--- src/rtl/button_event_gen.sv ---
// Turns the debounced button level into one-cycle press/release/long-press/auto-repeat pulses.
// All outputs are registered; press and release appear one cycle after the sampling edge.
module button_event_gen #(
  parameter int unsigned LONG_CYCLES   = 50000000,
  parameter int unsigned REPEAT_CYCLES = 10000000,
  parameter int unsigned CNT_W         = 32
) (
  input  logic clk,
  input  logic rst_n,
  input  logic btn_db,
  input  logic enable,
  output logic press_pulse,
  output logic release_pulse,
  output logic long_pulse,
  output logic repeat_pulse,
  output logic held
);

  typedef enum logic [1:0] {
    IDLE    = 2'd0,
    PRESSED = 2'd1,
    LONG    = 2'd2
  } state_t;

  localparam logic [CNT_W-1:0] LONG_TC   = CNT_W'(LONG_CYCLES - 1);
  localparam logic [CNT_W-1:0] REPEAT_TC = CNT_W'(REPEAT_CYCLES - 1);

  state_t           state, stateNext;
  logic [CNT_W-1:0] holdCnt, holdCntNext;
  logic             btnQ;
  logic             rise, fall;
  logic             pressNext, releaseNext, longNext, repeatNext;

  assign rise = btn_db & ~btnQ;
  assign fall = ~btn_db & btnQ;
  assign held = (state != IDLE);

  always_ff @(posedge clk or negedge rst_n) begin
    if (!rst_n) begin
      state         <= IDLE;
      holdCnt       <= '0;
      btnQ          <= 1'b0;
      press_pulse   <= 1'b0;
      release_pulse <= 1'b0;
      long_pulse    <= 1'b0;
      repeat_pulse  <= 1'b0;
    end else begin
      state         <= stateNext;
      holdCnt       <= holdCntNext;
      btnQ          <= btn_db;
      press_pulse   <= pressNext;
      release_pulse <= releaseNext;
      long_pulse    <= longNext;
      repeat_pulse  <= repeatNext;
    end
  end

  // holdCnt counts completed held cycles after the event that entered the
  // current state, so terminal counts land exactly LONG/REPEAT cycles later.
  always_comb begin
    stateNext   = state;
    holdCntNext = holdCnt;
    pressNext   = 1'b0;
    releaseNext = 1'b0;
    longNext    = 1'b0;
    repeatNext  = 1'b0;
    if (!enable) begin
      stateNext   = IDLE;
      holdCntNext = '0;
    end else begin
      case (state)
        IDLE: begin
          holdCntNext = '0;
          if (rise) begin
            pressNext = 1'b1;
            stateNext = PRESSED;
          end
        end
        PRESSED: begin
          if (fall) begin
            releaseNext = 1'b1;
            holdCntNext = '0;
            stateNext   = IDLE;
          end else if (holdCnt == LONG_TC) begin
            longNext    = 1'b1;
            holdCntNext = '0;
            stateNext   = LONG;
          end else begin
            holdCntNext = holdCnt + 1'b1;
          end
        end
        LONG: begin
          if (fall) begin
            releaseNext = 1'b1;
            holdCntNext = '0;
            stateNext   = IDLE;
          end else if (holdCnt == REPEAT_TC) begin
            repeatNext  = 1'b1;
            holdCntNext = '0;
          end else begin
            holdCntNext = holdCnt + 1'b1;
          end
        end
        default: begin
          stateNext   = IDLE;
          holdCntNext = '0;
        end
      endcase
    end
  end

endmodule
--- config.mk ---
export PLATFORM = sky130hd
export DESIGN_NAME = button_event_gen
export DESIGN_NICKNAME = d
export VERILOG_FILES = /design/src/rtl/button_event_gen.sv
export SDC_FILE = /design/constraint.sdc
export NUM_CORES = 1
export LEC_CHECK = 0
export BUFFER_PORTS_ARGS = -buffer_cell sky130_fd_sc_hd__buf_4
export CAP_MARGIN = 40
export CORE_ASPECT_RATIO = 0.75
export CORE_UTILIZATION = 60
export CTS_CLUSTER_SIZE = 28
export DETAILED_ROUTE_END_ITERATION = 8
export PLACE_DENSITY = 0.78
export SLEW_MARGIN = 40
export SYNTH_ARGS = -nofsm -noshare
export SYNTH_HDL_FRONTEND = slang
export SYNTH_SLANG_ARGS = --single-unit
--- constraint.sdc ---
create_clock -name clk -period 2.2 [get_ports clk]
set_input_delay 0.33 -clock clk [delete_from_list [all_inputs] [get_ports clk]]
set_output_delay 0.33 -clock clk [all_outputs]
set_load 0.05 [all_outputs]
# Yosys cells after proc, flatten, opt, wreduce, memory -nomap -nowiden
# Index checks and enable logic that the tools add are counted.
[op_classes] n_addsub=1 n_eq_ne=7 muxes=26 bitwise_logic=4 reduce_logical=4
[op_table] op="$mux W32" n=5
[op_table] op="$pmux W32 S2" n=1
[op_table] op="$add A32 B1 Y32 const B" n=1
[op_table] op="$eq A32 B24 Y1 const B" n=1
[op_table] op="$eq A32 B26 Y1 const B" n=1
[op_table] op="$mux W1" n=14
[op_table] op="$mux W2" n=5
[op_table] op="$ne A3 B3 Y1 const B" n=2
[op_table] op="$pmux W2 S3" n=1
[op_table] op="$ne A4 B4 Y1 const B" n=1
[op_table] op="$reduce_and A3 Y1" n=1
[op_table] op="$and A1 B1 Y1" n=2
[op_table] op="$eq A2 B1 Y1 const B" n=1
[op_table] op="$eq A2 B2 Y1 const B" n=1
[op_table] op="$logic_not A2 Y1" n=1
[op_table] op="$not A1 Y1" n=2
[op_table] op="$reduce_bool A2 Y1" n=1
[op_table] op="$reduce_or A2 Y1" n=1
[word_totals] ff_bits=39 in_bits=4 out_inout_bits=5 elab_cells=49

# Depth between registers and ports, before layout
[logic_depth] word_depth=5 mapped_depth=7 depth_no_buf=6

# Least setup slack after synthesis
# Ideal clock, no wire load.
[synth_path] path_kind="register to register" from="register holdCnt[0]" to="register holdCnt[23]" setup_ns=0.121 arrival_time_ns=1.603 setup_slack_ns=0.476 path_stages_with_launch=8 n_path_buf=1 period_less_slack_ns=1.724 path_cell_list="dfrtp_1 > ha_1 > nand3_2 > or2_2 > a2bb2oi_1 > o21ai_2 > buf_2 > nor2_1"
[synth_via] elab_chain_len=5 word_cells_on_any_way=9 cone_classes="add/sub (1); eq/ne (2); mux (6)"
[synth_lines] element="start: declaration" line_no="29" rtl="logic [CNT_W-1:0] holdCnt, holdCntNext;"
[synth_lines] element="start signal: assignment" line_no="49" rtl="holdCnt <= holdCntNext;"
[synth_lines] element="$add A32 B1 Y32, or another cell as far along" line_no="89, 101"
[synth_lines] element="$mux W32, on equally long branches" line_no="97, 84"
[synth_lines] element="$mux W32, on equally long branches" line_no="93, 80"
[synth_lines] element="$pmux W32 S2 *" line_no="71" rtl="case (state)"
[synth_lines] element="$mux W32 *" line_no="67" rtl="if (!enable) begin"
[synth_lines] element="net holdCntNext[23]" line_no="29"
# Mark *: on every way through the listed nets, which the timed path passes. The rest lies on a longest branch.
# A chain may end at the register's enable or synchronous reset.

# Final worst setup path
[layout_path] from="register holdCnt[0]" to="register holdCnt[6]"
# The elaborated chain is that of the path after synthesis.

==> flow_summary.toml <==
[synth]
synth_edf_count = 0
ys.flop_type = "dfrtp_1"
synthSimpleGateAreaFrac_pct = 30.2
syn_inst = 204
synthMuxAreaShare_pct = 0
ys_seq_elements = 39
synth.distinct_cells = 36
yosysWarnings = 0
synthAdderAreaFrac_pct = 2.53
ys_async_sr_fraction_pct = 100
synth-compound-area-share_pct = 3.03
syn_avg_cell_area_um2 = 9.72
syn_nets = 212
seq_area_frac_synth_pct = 49.2
synth_top_family_by_area = "simple AND/OR/NAND/NOR gates"
synth_xor_area_share_pct = 13.3
synth_area_mm2 = 0.00198

[worst_hold_path]
hp-class = "primary input to async pin"

[cells_and_area]
finalNonFillerCells = 258
nets = 228
drive_above_1_share_pct = 11.8
n_antenna_cell = 0
area_delta_synth_final_pct = 12.2

[floorplanning]
io_pins = 9
die_h_um = 51.8
start_util_pct = 65.2
dieArea_mm2 = 0.00354
fp-row-count = 17
coreArea_mm2 = 0.00304
die_w_um = 68.4

[power]
peakVddDrop_v = 0.000429
p_clk_share_pct = 41.8
p_int_mw = 1.07
swShare_pct = 20.7
power_density_mw_per_mm2 = 607
comb_power_share_pct = 4.7
p_leak_nw = 0.909
switching_power_uw = 279
p_seq_share_pct = 53.5

[sta]
worst_slew_pin_slew_ps = 547
hold_viol_final = 0
fmax_mhz = 531
rsz0062_at_grt = "no"
tns_ps = 0
skew_ps = 5.51
slew-limit-headroom_pct = 63.3
fin_crit_ps = 1880
slew_violations = 0
fin_crit_sh_pct = 85.6
setup_viol = 0

[global_route]
overflow = 0
grt_use_total_pct = 25.2
grt_max_degree = 40
antenna_found_initial = 0
grt_pass1_wl_mm = 6.41
first_global_vias = 1454

[clock_network]
path_clk_slew_ps = 70
cts_tree = "built"
cts.hold.buffers_added = 0
cts.sinks = 39
htree_num_levels = 2
cts.path.max_buffers = 2
post_cts_resized = 0
numCtsBuffers = 5
clkLatencyLatePin_ps = 280
post_cts_buffers = 0
root_buffer = "clkbuf_8"

[drt]
via_per_inst = 5.78
drt_wl_total_mm = 3.66
ant_nets = 0
drc = 0
wl_per_cell_um = 14.2
vias = 1492
drtPass1Iterations = 4
detail_route.iter0.violations = 69

[critical_path]
path_cells = "ha_1 > nand3_2 > or2_2 > a2bb2oi_1 > o21ai_2 > buf_12 > nor2_1"
cp_top_family = "simple AND/OR/NAND/NOR gates"
arrival_ps = 2050
cp.required_ps = 2360
critPathMaxStageDelay_ps = 390
crit_slowest_cell = "dfrtp_1"
crit_fanout = 32
crit_path_start_kind = "flop"
rrSetupSlack_ps = 320
endpoint_kind = "flop"
cp_num_buf_inv = 1
critPathKind = "flop to flop"

[placed_design]
post-dp-hpwl_mm = 2.58
place_congestion = 0.830
dp_cells = 251
port_buffers = 8

[flow_run]
cap_violations = 0

[status]
status = "finished, final reports clean"
==> cell usage in the layout (no fill, tap or decap), types with 3 or more instances in the layout <==
master,instances
xnor2_1,9
xor2_1,21
dfrtp_1,39
nand2_1,12
clkbuf_8,5
nor2_1,44
nor3_1,3
nor4_1,3
ha_1,4
nand4_1,10
and3_1,4
buf_4,11
nand3_1,18
inv_1,5
==> through the flow <==
step	hold slack (ps)	utilization (%)	setup WS (ps)	cell area [um^2]	total power, mW
3_3_place_gp	319	69.6	378	2120	0.798
3_5_place_dp	326	69.6	335	2120	0.801
2_1_floorplan	34.4	-	476	1980	0.770
4_1_cts	16.8	73.1	308	2220	1.37
6_report	2.60	73.1	317	2220	1.35
5_1_grt	42.4	73.1	155	2220	1.40
==> layer usage <==
layer | share of wire (%) | GRT usage [%]
met1 | 45 | 31.7
met2 | 49 | 42.3
met3 | 4.9 | 5.26
met4 | 1.0 | 9.72
met5 | 0 | 0
==> cells in the mapped netlist (2+ instances only) <==
library cell	count	share of area, %
a21oi_1	2	0.51
and2_1	2	0.63
and3_1	4	1.3
and4_1	2	0.88
buf_2	3	0.76
dfrtp_1	39	49
ha_1	4	2.5
inv_1	5	0.95
nand2_1	12	2.3
nand2b_1	2	0.63
nand3_1	18	4.5
nand3_2	2	1.0
nand4_1	10	3.2
nor2_1	44	8.3
nor3_1	3	0.76
nor4_1	3	0.95
nor4bb_1	2	1.0
xnor2_1	9	4.0
xor2_1	21	9.3
==> state kept, by name, summed over array words and instances, names as in the netlist <==
register       count
repeat_pulse       1
long_pulse         1
press_pulse        1
holdCnt           32
release_pulse      1
state              2
btnQ               1
==> power groups by stage <==
stage	Clock, mW	Combinational [mW]	Sequential (mW)
global placement	0	0.0619	0.737
CTS	0.581	0.0645	0.723
finish	0.564	0.0632	0.723
detailed placement	0	0.0641	0.737
floorplan	0	0.0296	0.741
global route	0.605	0.0715	0.723
==> path summary, 6_finish.rpt <==
check,startpoint,to,cells past startpoint
max,holdCnt[0],holdCnt[6],7
min,rst_n,press_pulse,1
max reg2reg,holdCnt[0],holdCnt[6],7
min in group clk,btn_db,btnQ,1
max in group asynchronous,rst_n,holdCnt[31],1
min reg2reg,holdCnt[0],holdCnt[0],1
==> cell type report <==
class	count	area (um^2)
tap	38	47.5
inverter	5	18.8
multi-input combinational	157	972
fill	214	818
clock buffer	5	68.8
sequential	39	976
clock inverter	2	37.5
timing repair buffer	12	103
==> cell families after synthesis <==
group | after synthesis
adders and majority gates | 4
xor gates and xnor gates | 30
DFF | 39
and+or+nand+nor | 114
buffers and inverters | 8
AOI/OAI and AO/OA | 9
(Power assumes the default switching activity.)
